File: config.mk
export PLATFORM = sky130hd
export DESIGN_NAME = dynamic_bpredictor
export DESIGN_NICKNAME = d
export VERILOG_FILES = /design/src/rtl/dynamic_bpredictor.sv
export SDC_FILE = /design/constraint.sdc
export NUM_CORES = 1
export LEC_CHECK = 0
export CAP_MARGIN = 10
export CORE_ASPECT_RATIO = 0.75
export CORE_UTILIZATION = 50
export DETAILED_ROUTE_END_ITERATION = 8
export GPL_TIMING_DRIVEN = 1
export PLACE_DENSITY = 0.75
export SLEW_MARGIN = 25
export SYNTH_ARGS = -nofsm -noshare
export SYNTH_HDL_FRONTEND = slang
export SYNTH_SLANG_ARGS = --single-unit
export TNS_END_PERCENT = 100
File: constraint.sdc
create_clock -name clk -period 6.7 [get_ports clk]
set_input_delay 1.675 -clock clk [delete_from_list [all_inputs] [get_ports clk]]
set_output_delay 1.675 -clock clk [all_outputs]
set_load 0.03 [all_outputs]
File: src/rtl/dynamic_bpredictor.sv
// dynamic_bpredictor: bimodal/gshare 2-bit counter branch predictor with static BTFN fallback
module dynamic_bpredictor #(
  parameter int XLEN = 32,
  parameter int BHT_IDX_W = 6,
  parameter int GHR_W = 0,
  parameter logic [1:0] BHT_INIT = 2'b01,
  parameter int MODE = 1
) (
  input  logic                 clk,
  input  logic                 srstn,
  input  logic                 i_is_op_jal,
  input  logic                 i_is_op_branch,
  input  logic [XLEN-1:0]      i_immJ,
  input  logic [XLEN-1:0]      i_immB,
  input  logic                 i_instr_valid,
  input  logic [XLEN-1:0]      i_pc,
  output logic [XLEN-1:0]      o_branch_pc,
  output logic                 o_branch_taken,
  output logic [BHT_IDX_W-1:0] o_pred_idx,
  input  logic                 i_upd_valid,
  input  logic [BHT_IDX_W-1:0] i_upd_idx,
  input  logic                 i_upd_taken
);
  localparam int GW = GHR_W > 0 ? GHR_W : 1;
  logic [1:0] bht [2**BHT_IDX_W];
  logic [GW-1:0] ghr;
  logic [XLEN-1:0] offset;
  logic pred;
  logic [1:0] cnt;
  always_comb begin
    offset = i_is_op_jal ? i_immJ : i_is_op_branch ? i_immB : '0;
    o_branch_pc = i_pc + offset;
    o_pred_idx = i_pc[BHT_IDX_W+1:2] ^ BHT_IDX_W'(ghr);
    pred = MODE != 0 ? bht[o_pred_idx][1] : i_immB[XLEN-1];
    o_branch_taken = i_instr_valid & (i_is_op_jal | (i_is_op_branch & pred)) & srstn;
    cnt = bht[i_upd_idx];
  end
  // ghr stays zero when GHR_W=0, so the index degenerates to pure bimodal
  always_ff @(posedge clk) begin
    if (!srstn) begin
      for (int i = 0; i < 2**BHT_IDX_W; i++) bht[i] <= BHT_INIT;
      ghr <= '0;
    end else if (MODE != 0 && i_upd_valid) begin
      bht[i_upd_idx] <= i_upd_taken ? (&cnt ? 2'b11 : cnt + 2'd1) : (|cnt ? cnt - 2'd1 : 2'b00);
      if (GHR_W > 0) ghr <= GW'({ghr, i_upd_taken});
    end
  end
endmodule
==> results.md, run 1 <==
* Outcome: complete, no violations
* RR Startpoint: bht[55][0]
* Row Count at 42
* Die W at 158 um
* Synthesized flop and latch total at 128
* GR Layer Usage met2 at 43.4%
* Switching power at 0.814 mW
* Hold Path Sink: bht[21][0]
* Synth cell types at 64
* Largest Register: bht
* Vias per inst at 6.23
* Via Count at 7970
* IO buf count at 147
* Pre-CTS setup slack at 0.0633 ns
* Max reg flops at 128
* Min-delay worst type: reg -> reg
* Power Total at 2.53 mW
* Gr busiest metal: met1
* Crit start category: primary input
* Sequential power share at 36.0%
* Vias in the first global route at 7592
* TritonCTS Buffers at 17
* Root Buffer: clkbuf_16
* VDD IR max at 178 uV
* WL per Instance at 21.6 um
* Largest stage delay, worst path at 0.51 ns
* Post-Syn Nets at 1049
* Met3 Track Usage GR at 8.37%
* Core ar. at 17800 um2
* Clock Path Buffers at 2
* Top FF cell, synth: edfxtp_1
* First-pass GRT wire length at 42100 um
* Clock Skews at 0.0128 ns
* Final nets at 1169
* Final Util at 64.0%
* Synthesized instance count at 905
* Slew margin rel. at 29.0%
* Largest regs: bht (128)
* Critical Path, Cell by Cell: clkdlybuf4s50_1, buf_12, nor2b_4, buf_12, a22o_1, ha_1, a21oi_1, o21ai_0, a41oi_1, o21ai_0, o2bb2ai_1, o21ai_1, o21ai_0, xnor2_1, buf_4
* Kind of critical path: in -> out
* Pleak at 4.01 nW
* Total GRT Usage at 30.0%
* Post-synthesis sequential area ratio at 42.0%
* Antenna cells at 0
* Post-synth top area share at 42.0%
* CP top delay family: compound AO/OA/AOI/OAI gates
* Starting density of the core at 51.6%
* Dpl cells at 1248
* Tmin final at 6.58 ns
* Share of flip-flops with an asynchronous set or reset at 0%
* Clock insertion delay at the later pin of the skew report at 0.43 ns
* Final instance area at 11400 um2
* Clock power frac at 34.9%
* Number of antenna-violating nets in the routed design at 0
* IO Count at 148
* Largest fanout on the critical path at 27
* Switching share of power at 32.2%
* CTS tree: done
* Hold path cells at 7
* Post-synth EDFFs at 128
* Most common cell in the netlist: edfxtp_1
* CTS clk-pin slew, worst paths at 0.06 ns
* Layout Cells excl Fill at 1280
* Final GP Congestion at 0.959
* Placed Instance Area at 10800 um2
* Synth cell count leaders: 128 x edfxtp_1, 119 x nand2_1, 79 x nand3_1, 74 x nor2_1, 51 x clkbuf_1
* Post_cts resized at 0
* # setup viols final at 0
* Htree depth at 4
* Flop2flop setup slack at 3.24 ns
* First DRT Iteration DRCs at 1017
* CP dominant cell by count: o21ai_0
* DRT Wirelength at 27600 um
* Final Cycle Share at 98.3%
* Initial antenna violation count at 0
* Fin. Hold Viols at 0
* Layout cells sized above 1 at 18.6%
* Worst Reg-to-Reg Cells at 9
* Reg2reg end: bht[59][1]
* DIE AREA at 18900 um2
* Largest net degree at the start of global routing at 68
* P_int at 1.71 mW
* Syn_area_per_cell at 10.1 um2
* Post-DP HPWL at 20100 um
* Worst-Margin Slew at 1.06 ns
* Fmax achieved at 152 MHz
* Endpoint class of the critical path: output port
* YS warnings at 0
* RSZ-0062 raised after global routing: yes
* Critical Path AT at 4.91 ns
* DRC at 0
* CP Buf/Inv Count at 4
* Comb pwr share at 29.1%
* Slack of the critical path at 0.116 ns
* Min-delay src: bht[24][1]
* Area leader, netlist: edfxtp_1
* CTS Sinks at 128
* 1st-pass router iterations at 6
* Area grow syn2layout at 24.1%
* Critical Path Slowest Stage Cell: clkdlybuf4s50_1
* Die Y at 119 um
* PwrDens at 222 nW/um2
* Met1 Track Usage GR at 43.5%
* Synth area leaders: edfxtp_1 42%, mux4_2 8.1%, nand2_1 4.9%
* Number of buffers added for setup after CTS at 0
* Required time of the critical path at 5.03 ns
* Mapped Area at 9160 um2
* Cts-stage hold buffer count at 0
* Max-slew violation count at 0
* GR Overflow Total at 0
* Max-cap violations at 0
## worst max-delay path by stage
stage | start | end | slack [ns] | cells after the start
2_1_floorplan | i_is_op_jal | o_branch_pc[25] | 0.18 | 12
3_3_place_gp | i_is_op_jal | o_branch_pc[24] | 0.14 | 16
3_5_place_dp | i_is_op_jal | o_branch_pc[24] | 0.06 | 16
4_1_cts | i_is_op_jal | o_branch_pc[24] | 0.009 | 16
5_1_grt | i_is_op_jal | o_branch_pc[31] | -0.06 | 16
6_report | i_is_op_jal | o_branch_pc[31] | 0.12 | 15
## tightest hold or removal path, cell delays in order (launching register included)
cell	delay, ns
edfxtp_1	0.35
a22oi_1	0.07
nor2_1	0.08
o21ai_0	0.08
o21ai_0	0.12
nor4_2	0.08
maj3_2	0.56
nand3_1	0.17
## logic make-up after synthesis
family | share of synthesized area, %
buffers and inverters | 5.94
adder cells (fa/ha/maj) | 5.11
multiplexers | 11.0
AND/OR/NAND/NOR | 18.7
flip-flops | 42.0
AO/OA/AOI/OAI | 14.8
XOR/XNOR | 2.58
## layout make-up
cell class / instances / area, um2
fillers: 1426 / 6400
multi-input cells: 672 / 4810
flip-flops and latches: 128 / 3840
repair buffers: 194 / 1800
clock buffers: 17 / 425
well taps: 242 / 303
clock inverters: 15 / 133
inverters: 12 / 45.0
## placed cells by master, fill, tap and decap left out, types with 8 or more instances in the layout
master / Yosys / final
edfxtp_1: 128 / 128
nand2_1: 119 / 119
clkdlybuf4s50_1: 0 / 112
nand3_1: 79 / 79
nor2_1: 74 / 74
buf_4: 12 / 72
o21ai_0: 49 / 49
a22o_1: 33 / 33
a21oi_1: 33 / 33
mux4_2: 33 / 33
ha_1: 34 / 33
nor3_2: 20 / 20
xnor2_1: 18 / 18
clkbuf_16: 0 / 17
a21o_1: 14 / 14
a22oi_1: 13 / 13
inv_1: 11 / 11
mux2i_1: 10 / 10
nor3_1: 10 / 10
xor2_1: 9 / 9
o21a_1: 8 / 8
## per-layer routing
| metal | part of all wire (%) | wire (um) |
|---|---|---|
| met1 | 42 | 11600 |
| met2 | 44 | 12100 |
| met3 | 12 | 3320 |
| met4 | 2.1 | 588 |
| met5 | 0 | 0 |
## stage by stage
step | TNS (ns) | hold WS, ns
5_1_grt | -0.0796 | 1.68
3_5_place_dp | 0 | 1.58
3_3_place_gp | 0 | 1.58
6_report | 0 | 1.62
2_1_floorplan | 0 | 1.15
4_1_cts | 0 | 1.59
## power groups by stage
stage / Sequential [mW] / Combinational [mW] / Clock, mW
final: 0.910 / 0.734 / 0.882
after global routing: 0.911 / 0.780 / 0.915
after CTS: 0.909 / 0.722 / 0.882
after detailed placement: 0.926 / 0.719 / 0
after global placement: 0.925 / 0.716 / 0
after floorplan: 0.920 / 0.469 / 0
No activity file was read; power rests on OpenSTA's default activity.
==> run 2: changes to the inputs <==
--- a/config.mk
+++ b/config.mk
@@ -7,11 +7,11 @@
 export LEC_CHECK = 0
 export CAP_MARGIN = 10
 export CORE_ASPECT_RATIO = 0.75
-export CORE_UTILIZATION = 50
+export CORE_UTILIZATION = 55
 export DETAILED_ROUTE_END_ITERATION = 8
 export GPL_TIMING_DRIVEN = 1
-export PLACE_DENSITY = 0.75
-export SLEW_MARGIN = 25
+export PLACE_DENSITY = 0.82
+export SLEW_MARGIN = 10
 export SYNTH_ARGS = -nofsm -noshare
 export SYNTH_HDL_FRONTEND = slang
 export SYNTH_SLANG_ARGS = --single-unit
==> run 2 against run 1 <==
The run now ends with DRC left. Non-clock buffer count shrank 3. Die area shrank 9.0%. Sequential share of layout area grew 0.24 points. Total power grew 0.84%. Worst setup slack gained 0.0014 ns. Sequential power is essentially flat. Via count grew 3.8%. Routed wire length grew 3.4%. Final cell count shrank 2.7%. Clock skew shrank 0.0051 ns. Critical endpoint is now o_branch_pc[24]. Largest cell class unchanged. Largest power group unchanged. Highest routed layer unchanged.
==> results.md, run 2 (synthesis results as in run 1) <==
* Die W at 151 um (was 158 um)
* First DRT Iteration DRCs at 1229 (was 1017)
* Final nets at 1166 (was 1169)
* Pleak at 3.97 nW (was 4.01 nW)
* # setup viols final at 0 (unchanged)
* Post-DP HPWL at 20400 um (was 20100 um)
* Vias in the first global route at 7884 (was 7592)
* CP Buf/Inv Count at 4 (unchanged)
* Largest regs: bht (128) (unchanged)
* Core ar. at 16200 um2 (was 17800 um2)
* Max-cap violations at 0 (unchanged)
* First-pass GRT wire length at 43400 um (was 42100 um)
* Htree depth at 4 (unchanged)
* Final GP Congestion at 0.969 (was 0.959)
* Endpoint class of the critical path: output port (unchanged)
* Max-slew violation count at 0 (unchanged)
* Number of antenna-violating nets in the routed design at 0 (unchanged)
* Most common cell after layout, fill and taps aside: edfxtp_1 (unchanged)
* Die Y at 114 um (was 119 um)
* Worst-Margin Slew at 1.34 ns (was 1.06 ns)
* CP top delay family: compound AO/OA/AOI/OAI gates (unchanged)
* Required time of the critical path at 5.03 ns (about the same)
* Outcome: finished with violations (was complete, no violations)
* 1st-pass router iterations at 9 (was 6)
* Area grow syn2layout at 23.2% (was 24.1%)
* Largest Register: bht (unchanged)
* Min-delay worst type: reg -> reg (unchanged)
* Fmax achieved at 152 MHz (about the same)
* Largest stage delay, worst path at 0.51 ns (about the same)
* IO Count at 148 (unchanged)
* Total GRT Usage at 33.8% (was 30.0%)
* Number of buffers added for setup after CTS at 0 (unchanged)
* Tmin final at 6.58 ns (about the same)
* TNS Setup at 0 ns (unchanged)
* DIE AREA at 17200 um2 (was 18900 um2)
* RSZ-0062 raised after global routing: yes (unchanged)
* Placed Instance Area at 10700 um2 (was 10800 um2)
* PwrDens at 226 nW/um2 (was 222 nW/um2)
* Layout Cells excl Fill at 1246 (was 1280)
* CP dominant cell by count: buf_4 (was o21ai_0)
* CTS tree: done (unchanged)
* Root Buffer: clkbuf_16 (unchanged)
* Kind of critical path: in -> out (unchanged)
* Row Count at 40 (was 42)
* Final Util at 69.8% (was 64.0%)
* Most frequent cells in the layout: 128 x edfxtp_1, 119 x nand2_1, 112 x clkdlybuf4s50_1 (unchanged)
* Critical Path Slowest Stage Cell: clkdlybuf4s50_1 (unchanged)
* TritonCTS Buffers at 17 (unchanged)
* Dpl cells at 1212 (was 1248)
* IO buf count at 147 (unchanged)
* DRT Wirelength at 28600 um (was 27600 um)
* CTS Sinks at 128 (unchanged)
* Clock Skews at 0.00762 ns (was 0.0128 ns)
* WL per Instance at 22.9 um (was 21.6 um)
* Via Count at 8271 (was 7970)
* GR Overflow Total at 0 (unchanged)
* Slew margin rel. at 10.1% (was 29.0%)
* Starting density of the core at 56.7% (was 51.6%)
* DRC at 2 (was 0)
* Final instance area at 11300 um2 (was 11400 um2)
* Initial antenna violation count at 1 (was 0)
* Crit start category: primary input (unchanged)
* Critical Path, Cell by Cell: clkdlybuf4s50_1, nand2_1, o21ai_1, ha_2, inv_1, fa_1, nor2b_1, o211ai_1, a21boi_1, o2111ai_2, a211oi_2, buf_4, nand2b_1, a41oi_2, xnor2_1, buf_4 (was clkdlybuf4s50_1, buf_12, nor2b_4, buf_12, a22o_1, ha_1, a21oi_1, o21ai_0, a41oi_1, o21ai_0, o2bb2ai_1, o21ai_1, o21ai_0, xnor2_1, buf_4)
* Max reg flops at 128 (unchanged)
* Clock insertion delay at the later pin of the skew report at 0.42 ns (was 0.43 ns)
* Cts-stage hold buffer count at 0 (unchanged)
* Largest net degree at the start of global routing at 68 (unchanged)
* Clock Path Buffers at 2 (unchanged)
* Vias per inst at 6.64 (was 6.23)
* Fin. Hold Viols at 0 (unchanged)
* CTS clk-pin slew, worst paths at 0.06 ns (about the same)
* Largest fanout on the critical path at 4 (was 27)
* Failing checks: DRC
* Critical Path AT at 4.91 ns (about the same)
* Final Cycle Share at 98.3% (about the same)
* Layout cells sized above 1 at 18.0% (was 18.6%)
* VDD IR max at 221 uV (was 178 uV)
==> run 2: worst min-delay path, cell delays in order (launching register included) <==
cell and delay [ns]:
edfxtp_1 0.35, a22oi_1 0.07, nor2_1 0.08, o21ai_0 0.09, o21ai_0 0.12, nor4_2 0.07
maj3_2 0.54, nand3_1 0.16
==> run 2: power by group <==
group	total (mW)	switching, mW	internal, mW
clock network	0.899	0.356	0.543
logic	0.737	0.440	0.297
registers	0.911	0.0113	0.899
==> run 2: per-layer routing <==
metal / wire length (um) / GRT usage (%) / share of wire [%]
met3: 3650 / 9.76 / 13
met4: 726 / 11.7 / 2.5
met5: 0 / 0 / 0
met2: 12900 / 50.8 / 45
met1: 11300 / 47.0 / 40
==> run 2: worst paths after layout <==
kind,slack [ns],endpoint,cells after the start,from
worst max-delay path,0.12,o_branch_pc[24],16,i_is_op_branch
worst min-delay path,1.59,bht[43][0],7,bht[24][1]
worst max register to register,3.20,bht[51][1],9,bht[55][0]
worst min register to register,1.59,bht[43][0],7,bht[24][1]
==> run 2: repair_timing <==
action / in CTS / in global routing
pin swaps: 0 / 2
setup endpoints to repair: 1 / 8
hold endpoints to repair: 0 / 0
gates resized for setup: 1 / 10
==> run 2: stage by stage <==
step / total power [mW] / setup WS (ns) / hold slack [ns]
after floorplan: 1.39 / 0.183 / 1.15
after global placement: 1.63 / 0.136 / 1.54
after detailed placement: 1.64 / -0.00479 / 1.55
after CTS: 2.53 / 0.0519 / 1.56
after global routing: 2.62 / -0.0811 / 1.65
final: 2.55 / 0.117 / 1.59
==> run 2: final cells by class <==
cell class                 instances  area (um2)
fill                            1145        4880
multi-input combinational        672        4810
sequential                       128        3840
timing repair buffer             191        1750
clock buffer                      17         425
tap                              210         263
clock inverter                    15         145
inverter                          12        45.0
antenna                            1        2.50
